--- config.mk ---
export PLATFORM = sky130hd
export DESIGN_NAME = mp_addsub_seq
export DESIGN_NICKNAME = d
export VERILOG_FILES = /design/src/rtl/alu_pkg.sv /design/src/rtl/cla8.sv /design/src/rtl/mp_addsub_seq.sv
export SDC_FILE = /design/constraint.sdc
export NUM_CORES = 1
export LEC_CHECK = 0
export ABC_CLOCK_PERIOD_IN_PS = 4500
export CORE_MARGIN = 4
export CORE_UTILIZATION = 25
export DETAILED_ROUTE_END_ITERATION = 8
export HOLD_SLACK_MARGIN = 0.08
export SLEW_MARGIN = 25
export SYNTH_ARGS = -nofsm -noshare
export SYNTH_HDL_FRONTEND = slang
export SYNTH_SLANG_ARGS = --single-unit
--- constraint.sdc ---
create_clock -name clk -period 4.5 [get_ports clk]
set_clock_uncertainty 0.1 [all_clocks]
set_input_delay 1.35 -clock clk [delete_from_list [all_inputs] [get_ports clk]]
set_output_delay 1.35 -clock clk [all_outputs]
set_load 0.02 [all_outputs]
--- src/rtl/alu_pkg.sv ---
// Shared definitions for the multi-precision add/subtract datapath.
package alu_pkg;

  localparam int unsigned NBYTES_DEF = 4;
  localparam int unsigned BYTE_W     = 8;

  // Sequencer FSM encoding
  typedef enum logic {
    ST_IDLE = 1'b0,
    ST_RUN  = 1'b1
  } state_t;

  // Flag bit positions for downstream status packing
  localparam int unsigned FLG_C = 0;
  localparam int unsigned FLG_Z = 1;
  localparam int unsigned FLG_N = 2;
  localparam int unsigned FLG_V = 3;
  localparam int unsigned FLG_W = 4;

  typedef logic [FLG_W-1:0] flags_t;

endpackage

--- src/rtl/cla8.sv ---
// 8-bit carry-lookahead adder: every carry is a flat sum of generate/propagate terms.
module cla8
  import alu_pkg::*;
(
  input  logic [BYTE_W-1:0] a,
  input  logic [BYTE_W-1:0] b,
  input  logic              cin,
  output logic [BYTE_W-1:0] s,
  output logic              cout
);

  logic [BYTE_W-1:0] g;
  logic [BYTE_W-1:0] p;
  logic [BYTE_W:0]   c;

  // Lookahead carries: c[i+1] = g[i] | p[i]g[i-1] | ... | p[i..0]cin
  always_comb begin
    logic acc;
    logic pp;
    g   = a & b;
    p   = a ^ b;
    c   = '0;
    acc = 1'b0;
    pp  = 1'b0;
    c[0] = cin;
    for (int i = 0; i < int'(BYTE_W); i++) begin
      acc = g[i];
      pp  = p[i];
      for (int j = i - 1; j >= 0; j--) begin
        acc = acc | (pp & g[j]);
        pp  = pp & p[j];
      end
      acc    = acc | (pp & cin);
      c[i+1] = acc;
    end
  end

  assign s    = p ^ c[BYTE_W-1:0];
  assign cout = c[BYTE_W];

endmodule

--- src/rtl/mp_addsub_seq.sv ---
// Byte-serial multi-precision add/subtract sequencer around cla8.
module mp_addsub_seq
  import alu_pkg::*;
#(
  parameter int unsigned NBYTES = NBYTES_DEF
) (
  input  logic              clk,
  input  logic              rst_n,
  input  logic              flush,
  input  logic              in_valid,
  output logic              in_ready,
  input  logic [BYTE_W-1:0] in_a,
  input  logic [BYTE_W-1:0] in_b,
  input  logic              in_sub,
  output logic              out_valid,
  input  logic              out_ready,
  output logic [BYTE_W-1:0] out_s,
  output logic              out_last,
  output logic              out_c,
  output logic              out_z,
  output logic              out_n,
  output logic              out_v
);

  localparam int unsigned        IDXW     = $clog2(NBYTES);
  localparam logic [IDXW-1:0]    IDX_LAST = IDXW'(NBYTES - 1);

  state_t            state;
  state_t            state_nx;
  logic [IDXW-1:0]   idx;
  logic              carry;
  logic              z_acc;
  logic              op_sub;

  logic              accept;
  logic              first;
  logic              last;
  logic              op_eff;
  logic              cin;
  logic [BYTE_W-1:0] b_eff;
  logic [BYTE_W-1:0] sum;
  logic              cout;
  logic              z_nx;
  flags_t            flags_nx;
  flags_t            flags_q;

  // Accept whenever the output stage is free or being drained; flush blocks intake
  assign in_ready = !flush && (!out_valid || out_ready);
  assign accept   = in_valid && in_ready;

  // FSM state register
  always_ff @(posedge clk or negedge rst_n) begin
    if (!rst_n) state <= ST_IDLE;
    else        state <= state_nx;
  end

  // FSM next state
  always_comb begin
    state_nx = state;
    if (flush) begin
      state_nx = ST_IDLE;
    end else if (accept) begin
      case (state)
        ST_IDLE: state_nx = ST_RUN;
        ST_RUN:  if (last) state_nx = ST_IDLE;
        default: state_nx = ST_IDLE;
      endcase
    end
  end

  // FSM decode: in IDLE the presented byte is byte 0 of a new word
  always_comb begin
    first = 1'b0;
    if (state == ST_IDLE) first = 1'b1;
  end

  // Operand conditioning and carry-in select for the adder
  always_comb begin
    op_eff = first ? in_sub : op_sub;
    cin    = first ? in_sub : carry;
    b_eff  = in_b ^ {BYTE_W{op_eff}};
    last   = (idx == IDX_LAST);
  end

  cla8 u_cla8 (
    .a    (in_a),
    .b    (b_eff),
    .cin  (cin),
    .s    (sum),
    .cout (cout)
  );

  // Word flags, only populated for the final byte
  always_comb begin
    z_nx     = (sum == '0) && (first || z_acc);
    flags_nx = '0;
    if (last) begin
      flags_nx[FLG_C] = cout;
      flags_nx[FLG_Z] = z_nx;
      flags_nx[FLG_N] = sum[BYTE_W-1];
      flags_nx[FLG_V] = (in_a[BYTE_W-1] == b_eff[BYTE_W-1]) &&
                        (sum[BYTE_W-1] != in_a[BYTE_W-1]);
    end
  end

  // Per-word sequencing state: byte index, chained carry, zero accumulator, op
  always_ff @(posedge clk or negedge rst_n) begin
    if (!rst_n) begin
      idx    <= '0;
      carry  <= 1'b0;
      z_acc  <= 1'b0;
      op_sub <= 1'b0;
    end else if (flush) begin
      idx    <= '0;
      carry  <= 1'b0;
      z_acc  <= 1'b0;
      op_sub <= 1'b0;
    end else if (accept) begin
      idx   <= last ? '0 : idx + IDXW'(1);
      carry <= cout;
      z_acc <= z_nx;
      if (first) op_sub <= in_sub;
    end
  end

  // Registered output stage; holds under backpressure, untouched by flush
  always_ff @(posedge clk or negedge rst_n) begin
    if (!rst_n) begin
      out_valid <= 1'b0;
      out_s     <= '0;
      out_last  <= 1'b0;
      flags_q   <= '0;
    end else if (accept) begin
      out_valid <= 1'b1;
      out_s     <= sum;
      out_last  <= last;
      flags_q   <= flags_nx;
    end else if (out_ready) begin
      out_valid <= 1'b0;
    end
  end

  assign out_c = flags_q[FLG_C];
  assign out_z = flags_q[FLG_Z];
  assign out_n = flags_q[FLG_N];
  assign out_v = flags_q[FLG_V];

endmodule
Word-level counts from Yosys, hierarchy flattened
Cells that the tools add are included.
{"block": "totals", "ff_bits": 20, "out_inout_bits": 15, "in_bits": 22, "elab_cells": 148}
{"block": "op_classes", "n_bitwise": 105, "n_reduce_logical": 11, "mux": 19, "eq_ne": 3, "n_addsub": 1}
{"operator": "$and 1x1->1", "n": 64}
{"operator": "$or 1x1->1", "n": 36}
{"operator": "$xor 8x8->8", "n": 3}
{"operator": "$mux 1", "n": 14}
{"operator": "$and 8x8->8", "n": 1}
{"operator": "$logic_not 8->1", "n": 1}
{"operator": "$mux 2", "n": 3}
{"operator": "$logic_and 1x1->1", "n": 4}
{"operator": "$mux 4", "n": 1}
{"operator": "$reduce_bool 2->1", "n": 2}
{"operator": "$add 2x1->2 const B", "n": 1}
{"operator": "$eq 2x2->1 const B", "n": 1}
{"operator": "$logic_not 1->1", "n": 2}
{"operator": "$logic_or 1x1->1", "n": 2}
{"operator": "$pmux 1 s2", "n": 1}
{"operator": "$eq 1x1->1", "n": 1}
{"operator": "$ne 1x1->1", "n": 1}
{"operator": "$not 1->1", "n": 1}

Longest topological paths before layout
{"block": "logic_depth", "word_depth": 16, "depth_mapped": 10, "depth_no_buf": 9}

Modules after synthesis
A second synthesis with hierarchy kept.
{"block": "hier_totals", "hier_cells": 141, "area_unflattened_um2": 1267.5}
{"module": "mp_addsub_seq", "area_each_um2": 934.6, "cells_each": 100, "n_inst": 1, "seq_area_each_um2": 500.5}
{"module": "cla8", "area_each_um2": 332.8, "cells_each": 41, "n_inst": 1, "seq_area_each_um2": 0.0}

Least setup slack after synthesis
OpenSTA, ideal clock, no wires.
{"block": "synth_timing", "path_type": "input port to flip-flop", "from": "input in_sub", "to": "register flags_q[1]", "path_buffers": 1, "setup_slack_ps": 920, "path_stages": 10, "t_required_ps": 4305, "setup_ps": 95, "arrival_time_ps": 3385, "path_cell_list": "mux2i_2 > xnor2_1 > ha_1 > buf_4 > a21oi_1 > o211a_1 > nor4b_2 > a211oi_2 > nand4b_1 > o31ai_1"}
{"block": "synth_between", "elab_chain_cells": 15, "elab_cells_between_ends": 86, "classes_between": "3 x mux; 81 x bitwise; 2 x reduce/logical"}
{"element": "from (decl)", "line": "mp_addsub_seq.sv:14", "source": "input logic in_sub,"}
{"element": "$mux 1"}
{"element": "$xor 8x8->8", "line": "mp_addsub_seq.sv:81", "source": "b_eff = in_b ^ {BYTE_W{op_eff}};"}
{"element": "$xor 8x8->8 / $and 8x8->8 (equally long branches)", "line": "cla8.sv:21, cla8.sv:20"}
{"element": "$and 1x1->1, on equally long branches", "line": "cla8.sv:30, cla8.sv:31"}
{"element": "$or 1x1->1, or another cell as far along (5 in a row)", "line": "cla8.sv:30", "source": "acc = acc | (pp & g[j]);"}
{"element": "$or 1x1->1 / $and 1x1->1 (equally long branches)", "line": "cla8.sv:30, cla8.sv:33"}
{"element": "$or 1x1->1", "line": "cla8.sv:33", "source": "acc = acc | (pp & cin);"}
{"element": "$xor 8x8->8 *", "line": "cla8.sv:38", "source": "assign s = p ^ c[BYTE_W-1:0];"}
{"element": "$logic_not 8->1 *", "line": "mp_addsub_seq.sv:95", "source": "z_nx = (sum == '0) && (first || z_acc);"}
{"element": "$logic_and 1x1->1 *", "line": "mp_addsub_seq.sv:95"}
{"element": "$mux 4 *", "line": "mp_addsub_seq.sv:97", "source": "if (last) begin"}
{"element": "to (signal assigned)", "line": "mp_addsub_seq.sv:137", "source": "flags_q <= flags_nx;"}
{"element": "to (decl)", "line": "mp_addsub_seq.sv:45", "source": "flags_t flags_q;"}
Every way passes the cells marked *; elsewhere a longest branch is shown, timed or not.
A chain may end at the register's enable or synchronous reset.

Worst setup path in the final report
{"block": "layout_timing", "from": "input out_ready", "to": "output in_ready"}
{"block": "layout_between", "elab_chain_cells": 2}
{"element": "from (decl)", "line": "mp_addsub_seq.sv:16", "source": "input logic out_ready,"}
{"element": "$logic_or 1x1->1", "line": "mp_addsub_seq.sv:48", "source": "assign in_ready = !flush && (!out_valid || out_ready);"}
{"element": "$logic_and 1x1->1", "line": "mp_addsub_seq.sv:48"}
{"element": "to (decl)", "line": "mp_addsub_seq.sv:11", "source": "output logic in_ready,"}
No other way between the ends.

==> results.yml <==
hold_path:
  hp-class: "reg2reg"
placed_design:
  place_ws_ns: 0.340
  place_area_sq_um: 1820
  io_buffers: 36
  post-dp-hpwl_um: 2670
  place_congestion: 0.831
synth:
  yosysTopAreaCell: "dfrtp_1"
  synth_cell_type_count: 38
  ys_warn_count: 0
  yosysSeqAreaShare: 0.362
  synth.cell_area_sq_um: 1380
  synth-edff-count: 0
  synth_area_leaders: "dfrtp_1 36%, ha_1 10%, nand2_1 7.3%"
  ys_ff_latch: 20
  synth_ff_type: "dfrtp_1"
  netlist_instances: 149
  synth-async-reset-ratio: 1.00
  synth.net_count: 183
  yosys.area.top_type_share: 0.362
  synth_area_per_cell_sq_um: 9.28
drt:
  routedWlPerCell_um: 12.7
  dr.pass1.iters: 6
  route.detailed.drc: 0
  num_vias: 1172
  drt_iter0_drc: 70
  wirelength_um: 3250
  ant_nets: 0
  viasPerCell: 4.58
die:
  die_area_sq_um: 6780
  rows: 26
  die_w_um: 82.4
  initial_utilization: 0.264
  io_pins: 37
  core_sq_um: 5240
  die_h_um: 82.4
clock_network:
  cts_buffer_depth: 2
  clkSlewWorstSetupHoldPaths_ns: 0.07
  holdBufCountCts: 0
  clk_latency_ns: 0.25
  cts_setup_buffers: 0
  cts_tree: "yes"
  clkSinkCount: 20
  cts_resized: 0
  cts_root_buf: "clkbuf_8"
  numCtsBuffers: 3
  ctsHtreeMaxLevel: 1
timing:
  finalHoldViolCount: 0
  fmax_mhz: 241
  finalCriticalPeriod_ns: 4.15
  slew_headroom: 0.434
  setup_viol: 0
  fin_ws_ns: 0.349
  rsz0062_at_grt: "no"
  setup_tns_ns: 0
  period_share: 0.923
  final_max_slew_viol_count: 0
  tightest_slew_ns: 0.846
global_routing:
  top_usage_layer: "met2"
  grt_pass1_vias: 1103
  overflow: 0
  grt_max_degree: 30
  track_usage: 0.0985
  grt_pass1_wl_um: 5210
  grtUsageMet1: 0.140
  antenna_found_initial: 0
  use_met2: 0.155
  use_met3: 0.0249
flow_run:
  cap_violations: 0
run_status:
  status: "finished clean"
setup_path:
  path_max_fanout: 3
  startpoint_type: "primary input"
  end_kind: "primary output"
  cp.arrival_ns: 2.70
  criticalPathCategory: "in2out"
  required_ns: 3.05
power_and_ir_drop:
  switching_share: 0.361
  peakVddDrop_mv: 0.174
  power.internal_mw: 0.442
  total_power_mw: 0.691
  pwr-share-clk: 0.194
  power_switching_mw: 0.250
  leakagePower_nw: 0.803
  power_density_nw_per_um2: 369
  pwr-share-seq: 0.331
  comb_power_share: 0.475
finish:
  drive_gt1_frac: 0.0968
  antenna_cells: 0
  final_area_sq_um: 1870
  final_cell_mix: "35 x clkdlybuf4s50_1, 27 x nand2_1, 20 x dfrtp_1"
  layout.nets: 221
  nFillCells: 535
  fin_util: 0.358
  area_growth_pct: 35.5
  final_common_cell: "clkdlybuf4s50_1"
==> metal layers <==
metal | routed length (um) | up-vias
li1 | - | 605
met1 | 1600 | 540
met2 | 1480 | 27
met3 | 170 | 0
met4 | 0 | 0
met5 | 0 | -
==> logic make-up after synthesis <==
group | after synthesis | synth area share
flip-flops | 20 | 0.362
AND/OR/NAND/NOR | 51 | 0.181
XOR/XNOR | 12 | 0.0814
AO/OA/AOI/OAI | 42 | 0.209
multiplexers | 2 | 0.0199
adder cells (fa/ha/maj) | 12 | 0.114
buffers and inverters | 10 | 0.0326
==> cell type report <==
type / instances / area (sq um) / area share
Clock buffer: 4 / 55.1 / 0.0294
Inverter: 4 / 15.0 / 0.00802
Multi-Input combinational cell: 119 / 837 / 0.447
Sequential cell: 20 / 500 / 0.267
Timing Repair Buffer: 39 / 378 / 0.202
Tap cell: 70 / 87.6 / 0.0468
==> synth_stat cells (2+ instances only) <==
library cell	n
o21a_1	2
buf_4	2
a211oi_1	2
o31ai_1	4
a21oi_1	8
xnor2_1	10
ha_1	11
a21o_1	3
a211oi_2	2
nor3_1	2
nand2_1	27
mux2i_2	2
inv_1	4
clkbuf_1	4
dfrtp_1	20
o41ai_1	2
o21ai_0	11
nor2_1	8
nand3b_1	6
==> state kept, by name, indices dropped and copies added, names as in the netlist <==
register	cells
carry	1
out_s	8
out_valid	1
out_last	1
op_sub	1
idx	2
state	1
z_acc	1
flags_q	4
==> final timing paths <==
kind,to,cells after the start,from,slack (ns)
setup / recovery,in_ready,4,out_ready,0.35
hold reg to reg,out_s[7],2,out_s[7],0.38
min in group asynchronous,out_valid,1,rst_n,0.93
hold / removal,out_s[7],2,out_s[7],0.38
setup reg to reg,z_acc,9,state,1.70
max in group asynchronous,out_s[1],1,rst_n,3.06
==> critical path, cell delays in order <==
cell,delay (ns)
clkdlybuf4s50_1,0.45
inv_1,0.05
a21oi_1,0.20
clkdlybuf4s50_1,0.65
==> power by group through the flow <==
| stage | clock (mW) | sequential (mW) | combinational (mW) |
|---|---|---|---|
| 4_1_cts | 0.139 | 0.230 | 0.333 |
| 3_3_place_gp | 0 | 0.232 | 0.331 |
| 5_1_grt | 0.147 | 0.235 | 0.363 |
| 2_1_floorplan | 0 | 0.263 | 0.179 |
| 3_5_place_dp | 0 | 0.233 | 0.332 |
| 6_report | 0.134 | 0.229 | 0.328 |
==> metrics by stage <==
step | instances | hold WS (ns)
2_1_floorplan | 149 | 0.362
3_3_place_gp | 252 | 0.363
3_5_place_dp | 252 | 0.367
4_1_cts | 256 | 0.385
5_1_grt | 256 | 0.423
6_report | 256 | 0.379
No activity file was read; power rests on OpenSTA's default activity.
